File: config.mk
export PLATFORM = sky130hd
export DESIGN_NAME = mmio_switch_input
export DESIGN_NICKNAME = d
export VERILOG_FILES = /design/src/rtl/mmio_pkg.sv /design/src/rtl/mmio_switch_input_btn_debounce.sv /design/src/rtl/mmio_switch_input.sv
export SDC_FILE = /design/constraint.sdc
export NUM_CORES = 1
export LEC_CHECK = 0
export CORE_MARGIN = 5
export CORE_UTILIZATION = 28
export CTS_CLUSTER_DIAMETER = 40
export DETAILED_ROUTE_END_ITERATION = 6
export PLACE_DENSITY = 0.44
export SLEW_MARGIN = 30
export SYNTH_ARGS = -nofsm -noshare
export SYNTH_HDL_FRONTEND = slang
export SYNTH_SLANG_ARGS = --single-unit
File: constraint.sdc
create_clock -name clk -period 3.81 [get_ports clk]
set_clock_uncertainty 0.15 [all_clocks]
set_input_delay 0.762 -clock clk [delete_from_list [all_inputs] [get_ports clk]]
set_output_delay 0.762 -clock clk [all_outputs]
set_load 0.02 [all_outputs]
File: src/rtl/mmio_pkg.sv
// Shared definitions for the memory-mapped switch-input peripheral:
// register offsets, STATUS/CTRL bit positions and the debounce state encoding.
package mmio_pkg;

   localparam logic [1:0] OFF_DATA   = 2'd0;
   localparam logic [1:0] OFF_STATUS = 2'd1;
   localparam logic [1:0] OFF_CTRL   = 2'd2;
   localparam logic [1:0] OFF_EVCNT  = 2'd3;

   localparam int STAT_NONEMPTY = 0;
   localparam int STAT_FULL     = 1;
   localparam int STAT_OVF      = 2;
   localparam int STAT_CNT_LSB  = 4;
   localparam int STAT_CNT_W    = 5;

   localparam int CTRL_EN    = 0;
   localparam int CTRL_FLUSH = 1;

   typedef enum logic [1:0] {
      DB_IDLE  = 2'd0,
      DB_PRESS = 2'd1,
      DB_HELD  = 2'd2,
      DB_REL   = 2'd3
   } db_state_e;

endpackage

File: src/rtl/mmio_switch_input_btn_debounce.sv
// Two-flop synchronisers for the button and switch bank, plus the press/release
// debounce FSM that emits one registered accept pulse per clean press.
module btn_debounce
   import mmio_pkg::*;
#(
   parameter int SW_W      = 6,
   parameter int DB_CYCLES = 16
) (
   input  logic            clk,
   input  logic            rst,
   input  logic            btn,
   input  logic [SW_W-1:0] sw,
   output logic [SW_W-1:0] sw_sync,
   output logic            accept
);

   localparam int            CW       = $clog2(DB_CYCLES);
   localparam logic [CW-1:0] CNT_LAST = CW'(DB_CYCLES - 1);

   logic            btn_s1_q, btn_s2_q;
   logic [SW_W-1:0] sw_s1_q, sw_s2_q;
   db_state_e       state_q, state_d;
   logic [CW-1:0]   cnt_q, cnt_d;
   logic            accept_q, accept_d;

   // NOTE: sequential state uses <= so every flop samples pre-edge values,
   // independent of statement order inside the block.
   always_ff @(posedge clk) begin
      if (rst) begin
         btn_s1_q <= 1'b0;
         btn_s2_q <= 1'b0;
         sw_s1_q  <= '0;
         sw_s2_q  <= '0;
         state_q  <= DB_IDLE;
         cnt_q    <= '0;
         accept_q <= 1'b0;
      end else begin
         btn_s1_q <= btn;
         btn_s2_q <= btn_s1_q;
         sw_s1_q  <= sw;
         sw_s2_q  <= sw_s1_q;
         state_q  <= state_d;
         cnt_q    <= cnt_d;
         accept_q <= accept_d;
      end
   end

   always_comb begin
      // NOTE: every variable gets a default first, so no path through the
      // case leaves it unassigned and infers a latch.
      state_d  = state_q;
      cnt_d    = cnt_q;
      accept_d = 1'b0;
      unique case (state_q)
         DB_IDLE: begin
            if (btn_s2_q) begin
               state_d = DB_PRESS;
               cnt_d   = '0;
            end
         end
         DB_PRESS: begin
            if (!btn_s2_q) begin
               state_d = DB_IDLE;
            end else if (cnt_q == CNT_LAST) begin
               state_d  = DB_HELD;
               accept_d = 1'b1;
            end else begin
               cnt_d = cnt_q + CW'(1);
            end
         end
         DB_HELD: begin
            if (!btn_s2_q) begin
               state_d = DB_REL;
               cnt_d   = '0;
            end
         end
         DB_REL: begin
            // A re-press during release settling returns to HELD without a new accept.
            if (btn_s2_q) begin
               state_d = DB_HELD;
            end else if (cnt_q == CNT_LAST) begin
               state_d = DB_IDLE;
            end else begin
               cnt_d = cnt_q + CW'(1);
            end
         end
      endcase
   end

   assign sw_sync = sw_s2_q;
   assign accept  = accept_q;

endmodule

File: src/rtl/mmio_switch_input.sv
// Memory-mapped switch-input peripheral: each debounced button press captures the
// switch bank into a FIFO that the CPU drains through a 4-register load/store window.
module mmio_switch_input
   import mmio_pkg::*;
#(
   parameter int         DEPTH     = 8,
   parameter int         SW_W      = 6,
   parameter int         DB_CYCLES = 16,
   parameter logic [5:0] BASE      = 6'h3C
) (
   input  logic            clk,
   input  logic            rst,
   input  logic [SW_W-1:0] sw,
   input  logic            btn,
   input  logic [5:0]      bus_addr,
   input  logic            bus_re,
   input  logic            bus_we,
   input  logic [31:0]     bus_wdata,
   output logic [31:0]     bus_rdata,
   output logic            irq
);

   localparam int              AW       = $clog2(DEPTH);
   localparam int              CNTW     = AW + 1;
   localparam logic [CNTW-1:0] FULL_CNT = CNTW'(DEPTH);

   logic [SW_W-1:0] sw_sync;
   logic            accept;

   btn_debounce #(
      .SW_W      (SW_W),
      .DB_CYCLES (DB_CYCLES)
   ) u_debounce (
      .clk     (clk),
      .rst     (rst),
      .btn     (btn),
      .sw      (sw),
      .sw_sync (sw_sync),
      .accept  (accept)
   );

   logic [SW_W-1:0] mem_q [DEPTH];
   logic [AW-1:0]   wr_ptr_q, wr_ptr_d;
   logic [AW-1:0]   rd_ptr_q, rd_ptr_d;
   logic [CNTW-1:0] count_q, count_d;
   logic            ovf_q, ovf_d;
   logic            en_q, en_d;
   logic [15:0]     evcnt_q, evcnt_d;
   logic [31:0]     rdata_q, rdata_d;
   logic            irq_q, irq_d;

   logic        sel, rd_hit, wr_hit, empty, full, flush, pop, push;
   logic [1:0]  off;
   logic [31:0] status;
   logic        unused_wdata;

   assign unused_wdata = ^bus_wdata[31:2];

   always_comb begin
      sel    = (bus_addr[5:2] == BASE[5:2]);
      off    = bus_addr[1:0];
      rd_hit = sel && bus_re;
      wr_hit = sel && bus_we;
      empty  = (count_q == '0);
      full   = (count_q == FULL_CNT);
      flush  = wr_hit && (off == OFF_CTRL) && bus_wdata[CTRL_FLUSH];
      pop    = rd_hit && (off == OFF_DATA) && !empty;
      // A same-cycle pop frees the slot, so a full FIFO can still take the push.
      push   = accept && en_q && (!full || pop) && !flush;

      status                                = '0;
      status[STAT_NONEMPTY]                 = !empty;
      status[STAT_FULL]                     = full;
      status[STAT_OVF]                      = ovf_q;
      status[STAT_CNT_LSB +: STAT_CNT_W]    = STAT_CNT_W'(count_q);

      wr_ptr_d = wr_ptr_q;
      rd_ptr_d = rd_ptr_q;
      count_d  = count_q;
      ovf_d    = ovf_q;
      en_d     = en_q;
      evcnt_d  = evcnt_q + 16'(accept);
      rdata_d  = '0;
      irq_d    = !empty;

      if (push) wr_ptr_d = wr_ptr_q + AW'(1);
      if (pop)  rd_ptr_d = rd_ptr_q + AW'(1);
      unique case ({push, pop})
         2'b10:   count_d = count_q + CNTW'(1);
         2'b01:   count_d = count_q - CNTW'(1);
         default: count_d = count_q;
      endcase
      if (accept && en_q && full && !pop && !flush) ovf_d = 1'b1;

      if (wr_hit && (off == OFF_CTRL)) en_d = bus_wdata[CTRL_EN];
      if (flush) begin
         wr_ptr_d = '0;
         rd_ptr_d = '0;
         count_d  = '0;
         ovf_d    = 1'b0;
      end

      // Read data is built from pre-edge state, so same-edge pops/writes are not visible.
      if (rd_hit) begin
         unique case (off)
            OFF_DATA:   rdata_d = empty ? '0 : 32'(mem_q[rd_ptr_q]);
            OFF_STATUS: rdata_d = status;
            OFF_CTRL:   rdata_d = {31'd0, en_q};
            OFF_EVCNT:  rdata_d = {16'd0, evcnt_q};
         endcase
      end
   end

   always_ff @(posedge clk) begin
      if (rst) begin
         wr_ptr_q <= '0;
         rd_ptr_q <= '0;
         count_q  <= '0;
         ovf_q    <= 1'b0;
         en_q     <= 1'b1;
         evcnt_q  <= '0;
         rdata_q  <= '0;
         irq_q    <= 1'b0;
      end else begin
         wr_ptr_q <= wr_ptr_d;
         rd_ptr_q <= rd_ptr_d;
         count_q  <= count_d;
         ovf_q    <= ovf_d;
         en_q     <= en_d;
         evcnt_q  <= evcnt_d;
         rdata_q  <= rdata_d;
         irq_q    <= irq_d;
      end
   end

   // NOTE: FIFO storage is deliberately not reset; stale entries are never
   // visible because every read is qualified by count.
   always_ff @(posedge clk) begin
      if (push) mem_q[wr_ptr_q] <= sw_sync;
   end

   assign bus_rdata = rdata_q;
   assign irq       = irq_q;

endmodule

==> results.cfg, run 1 <==
[final_layout]
antenna_cells = 0
synthToLayoutAreaGrowth_pct = 25.9
fin_nets = 485
multi_input_area_sq_mm = 0.00168
drive_above_1_share = 0.141
ff_latch_area_sq_mm = 0.00282
fillCellCount = 1646

[synth]
yosys_warnings = 0
syn_inst = 374
synthTopCellsByCount = dfxtp_1 (69), edfxtp_1 (48), nor2_1 (28)
ys_seq_area_frac = 0.607
async_flop_share = 0
yosys.area.top_type = edfxtp_1
netlist-cell-type-count = 44
synth.most_common_cell = dfxtp_1
ys_ff_latch = 117
synth_top_area_frac = 0.310
syn_area_sq_mm = 0.00465
synth_edf_count = 48
yosys-top-cells-area = edfxtp_1 (31%), dfxtp_1 (30%), mux4_2 (5.8%)
ys.flop_type = dfxtp_1
avgSynthCellArea_sq_um = 12.4

[sta]
tns_ps = 0
fin_ws_ps = 671
maxSlewViolCount = 0
report.final.hold_viol_count = 0
max_freq_ghz = 0.319
final.period_utilization = 0.824
worst_pin_slew_ps = 870
setup_viol = 0
rsz0062_at_grt = false
period_minus_slack_ps = 3140
relSlewSlack = 0.419

[global_routing]
grt_use_met1 = 0.131
grt_util_met3 = 0.0297
busiest_layer = met2
grt_pass1_wl_microns = 15700
grt_remaining_overflow = 0
gr-usage-met2 = 0.171
grt_start_max_net_pins = 42
grt_pass1_vias = 2893
grt_use_total = 0.106
antenna_found_initial = 0

[die]
rows = 47
initial_core_util = 0.283
die_area_sq_mm = 0.0193
ioPinCount = 82
die_h_microns = 139
die_w_microns = 139
core_sq_mm = 0.0165

[routing]
postRouteAntennaNets = 0
wl_per_cell_microns = 15.0
drc_errors = 0
viasPerCell = 4.40
vias = 2909
wl_microns = 9900
drt-initial-drc-count = 132
dr.pass1.iters = 4

[power_and_ir_drop]
ir_worst_vdd_v = 0.000304
leakage_nw = 2.09
p_per_area_mw_per_mm2 = 495

[cts]
clk_pin_slew_ps = 60
cts_hold_buf = 0
cts_htree_levels = 4
clk_path_buf_depth = 2
cts_root_buf = clkbuf_16
cts_made_buffers = 17
cts_setup_buffers = 0
cts_num_sinks = 117
cts_resized = 0
insertion_delay_ps = 410
cts_tree = done

[outcome]
status = completed

[worst_hold_path]
hp-class = flop to flop
hp-start = u_debounce.sw_s1_q[5]
hold_end = u_debounce.sw_sync[5]
hold_depth = 1

[setup_path]
worst-r2r-setup-slack_ps = 980
crit_path_start_kind = input port
required_ps = 4000
crit_path_end_kind = flop
cp_max_fo = 4
path_class = input port to flop
cp_top_family = simple AND/OR/NAND/NOR gates
rr_worst_depth = 10
slowest_stage = clkdlybuf4s50_1
cp.buffers_inverters = 3
crit_arrival_ps = 3330
regToRegStartpoint = count_q[0]
slowest_delay_ps = 580
timing.rr.end = count_q[2]
cp_cell_sequence = clkdlybuf4s50_1, inv_1, or4_1, inv_1, ha_1, xor2_1, ha_1, a21oi_1, xor2_1, or3_1, a21oi_1

[run]
drv_cap = 0

[placed_design]
post-place-ws_ps = 257
port_buffers = 35
dp_hpwl_microns = 6900
gp_congestion = 0.708
worst reg2reg max path: stages (launching register included):
cell     delay [ps]
dfxtp_1         380
nor4_1          650
or4_1           260
inv_1            70
ha_1            250
xor2_1          160
ha_1            190
a21oi_1         140
xor2_1           90
or3_1           300
a21oi_1         130
metal layers:
layer,wire length (microns),part of all wire,vias to the layer above
met5,0,0,-
met4,117,0.012,0
met3,402,0.041,7
met2,4920,0.50,55
met1,4470,0.45,1408
li1,-,-,1439
layout by cell type (no fill, tap or decap), types with 3 or more instances in the layout:
cell             count
mux4_2              12
mux2i_1             18
inv_1                7
nor2_1              28
xnor2_1              5
conb_1              16
clkdlybuf4s50_1     35
buf_4               17
and3_1              12
nand2_1             12
o22ai_1              5
a21oi_1             12
or4_1                3
nor4b_1              3
nand2b_1             4
inv_6                5
edfxtp_1            48
nand4_1              7
xor2_1              13
clkbuf_16           18
clkbuf_8             3
nor4_1               5
o21ai_0              7
or3_1                7
nand3_1             14
ha_1                 8
a21o_1               3
nor3_1               4
dfxtp_1             69
nor2b_1             17
cell type report:
type | count | area share
Inverter | 7 | 0.00449
Clock inverter | 11 | 0.0147
Sequential cell | 117 | 0.482
Multi-Input combinational cell | 233 | 0.286
Timing Repair Buffer | 52 | 0.0816
Clock buffer | 21 | 0.0840
Tap cell | 220 | 0.0470
how the worst max path moves through the flow:
stage	startpoint	end	slack, ps	cells past startpoint
after floorplan	bus_addr[4]	count_q[2]	800	11
after global placement	bus_re	count_q[2]	280	11
after detailed placement	bus_re	count_q[2]	260	11
after CTS	bus_re	count_q[2]	670	11
after global routing	bus_re	count_q[2]	510	11
final	bus_re	count_q[2]	670	11
report_power, final:
part | total (mW) | switching, mW | leakage (nW) | internal [mW]
registers | 1.31 | 0.00597 | 0.944 | 1.31
logic | 0.0664 | 0.0389 | 0.862 | 0.0275
clock network | 1.52 | 0.585 | 0.282 | 0.931
through the flow:
stage | util | power [mW] | instance area, sq um | hold WS [ps] | std cells
finish | 0.356 | 2.90 | 5860 | 284 | 661
global route | 0.356 | 3.00 | 5860 | 313 | 661
floorplan | - | 1.39 | 4710 | 264 | 389
CTS | 0.356 | 2.94 | 5860 | 288 | 661
detailed placement | 0.321 | 1.41 | 5280 | 275 | 629
global placement | 0.321 | 1.41 | 5280 | 272 | 629
kinds of logic after synthesis:
group / after synthesis / synth area share
other cells: 1 / 0.000806
flops: 117 / 0.607
simple gates: 125 / 0.147
xor+xnor: 18 / 0.0339
buf+inv: 39 / 0.0452
fa+ha+maj: 8 / 0.0215
mux: 30 / 0.0968
compound gates: 36 / 0.0476
flip-flops by register name, summed over array words and instances, names as in the netlist, 3 cells and up, named ones only:
| signal | cells |
|---|---|
| count_q | 4 |
| bus_rdata | 16 |
| rd_ptr_q | 3 |
| u_debounce.sw_sync | 6 |
| mem_q | 48 |
| evcnt_q | 16 |
| wr_ptr_q | 3 |
| u_debounce.cnt_q | 4 |
| u_debounce.sw_s1_q | 6 |
(Power assumes the default switching activity.)
==> run 2: changes to the inputs <==
- clock period: 3.81 -> 2.9 ns (I/O delays scaled with it)
==> run 2 against run 1 <==
  * Final cell count rose by 2.3%
  * Largest cell class unchanged
  * Total power rose by 24%
  * Worst hold slack improved by 6.4 ps
  * Via count rose by 2.4%
  * Sequential share of layout area fell by 0.49 points
  * Non-clock buffer count rose by 15
==> results.cfg, run 2 (synthesized netlist as in run 1, its figures left out) <==
[sta]
fin_ws_ps = 81.8
report.final.hold_viol_count = 0
worst_pin_slew_ps = 578
period_minus_slack_ps = 2820
fin_hold_ws_ps = 290
final.period_utilization = 0.972
relSlewSlack = 0.614
setup_viol = 0
max_freq_ghz = 0.355
maxSlewViolCount = 0

[placed_design]
port_buffers = 35
placed_cell_area_sq_mm = 0.00538
place_inst = 643
post-place-ws_ps = -397
dp_hpwl_microns = 7100
gp_congestion = 0.728

[final_layout]
mostFrequentLayoutCell = dfxtp_1
synthToLayoutAreaGrowth_pct = 27.2
ff_latch_area_sq_mm = 0.00282
finalCoreUtilization = 0.359
final_cell_mix = dfxtp_1 (69), edfxtp_1 (48), clkdlybuf4s50_1 (34), buf_4 (32), nor2_1 (28)
largest_reg_flops = 48
multi_input_area_sq_mm = 0.00170
design_area_sq_mm = 0.00592
top_register = mem_q
fin_nets = 500
drive_above_1_share = 0.167
layoutNonFillerInstCount = 676
fillCellCount = 1660
antenna_cells = 0

[worst_hold_path]
hp-start = u_debounce.sw_s1_q[0]
hold_depth = 1
hp-class = flop to flop
hold_end = u_debounce.sw_sync[0]

[setup_path]
worst-r2r-setup-slack_ps = 190
regToRegStartpoint = count_q[1]
rr_worst_depth = 10
crit_path_start_kind = input port
crit_path_end_kind = flop
cp_max_fo = 2
required_ps = 3080
crit_arrival_ps = 3000
timing.rr.end = count_q[2]
path_class = input port to flop

[power_and_ir_drop]
p_per_area_mw_per_mm2 = 608
seqPwrFrac = 0.481
p_comb_frac = 0.026
p_int_mw = 2.83
ir_worst_vdd_v = 0.000449
switching_share = 0.212
p_sw_mw = 0.761
leakage_nw = 2.12
pwr-share-clk = 0.493

[cts]
cts_root_buf = clkbuf_16
clk_path_buf_depth = 2
clk_pin_slew_ps = 50
cts_num_sinks = 117
cts_htree_levels = 4
cts_made_buffers = 17
cts_hold_buf = 0
insertion_delay_ps = 400
cts_tree = done

[routing]
drt-initial-drc-count = 136
drc_errors = 0
viasPerCell = 4.41
postRouteAntennaNets = 0
dr.pass1.iters = 4
vias = 2980
wl_microns = 10300
wl_per_cell_microns = 15.2

[global_routing]
grt_pass1_vias = 3043
grt_use_total = 0.111
grt_pass1_wl_microns = 16700
grt_start_max_net_pins = 42
antenna_found_initial = 0
grt_remaining_overflow = 0

[die]
die_area_sq_mm = 0.0193
initial_core_util = 0.283
ioPinCount = 82
die_h_microns = 139
rows = 47
core_sq_mm = 0.0165
die_w_microns = 139

[outcome]
status = completed

[run]
drv_cap = 0
==> run 2: cell types whose count changed in the layout (fill, tap and decap cells not counted), sizes merged <==
| cell | delta |
|---|---|
| buf | +15 |
| clkdlybuf4s50 | -1 |
| clkinv | +4 |
| clkinvlp | +1 |
| dlymetal6s2s | +1 |
| inv | -5 |
==> run 2: through the flow <==
stage	total power, mW	TNS (ps)
5_1_grt	3.74	-7.49
3_5_place_dp	1.85	-878
6_report	3.59	0
3_3_place_gp	1.85	-1080
2_1_floorplan	1.82	0
4_1_cts	3.65	0
==> run 2: worst max-delay path, stage by stage <==
cell             delay (ps)
clkdlybuf4s50_1         420
or2_1                   250
or4_4                   510
inv_2                    80
ha_2                    190
xor2_2                  150
ha_2                    170
a21oi_1                  40
xor2_1                  160
or3_1                   310
a21oi_1                 140
==> run 2: worst max-delay path by stage <==
stage	startpoint	to
after global routing	bus_addr[1]	count_q[2]
final	bus_addr[1]	count_q[2]
after detailed placement	bus_re	count_q[2]
after CTS	bus_re	count_q[2]
after global placement	bus_re	count_q[2]
after floorplan	bus_addr[4]	count_q[2]
==> run 2: layout make-up <==
cell class,count,share of cell area
tap,220,0.0465
timing repair buffer,67,0.100
clock inverter,11,0.0106
clock buffer,21,0.0745
multi-input combinational,233,0.287
sequential,117,0.477
inverter,7,0.00444
==> run 2: power groups by stage <==
| stage | combinational, mW | clock (mW) | sequential, mW |
|---|---|---|---|
| 3_5_place_dp | 0.0926 | 0 | 1.76 |
| 2_1_floorplan | 0.0637 | 0 | 1.76 |
| 6_report | 0.0936 | 1.77 | 1.73 |
| 3_3_place_gp | 0.0921 | 0 | 1.76 |
| 4_1_cts | 0.0932 | 1.83 | 1.73 |
| 5_1_grt | 0.101 | 1.91 | 1.73 |
==> run 2: layer usage <==
metal	global-route usage	up-vias	wire [microns]
met1	0.147	1431	4900
li1	-	1474	-
met2	0.171	62	4740
met5	0	-	0
met4	0.0551	0	226
met3	0.0279	13	381
==> run 2: timing repair <==
| action | CTS | global route |
|---|---|---|
| resized for setup | 0 | 7 |
| endpoints found under the setup margin | 0 | 1 |
| buffers inserted | 0 | 1 |
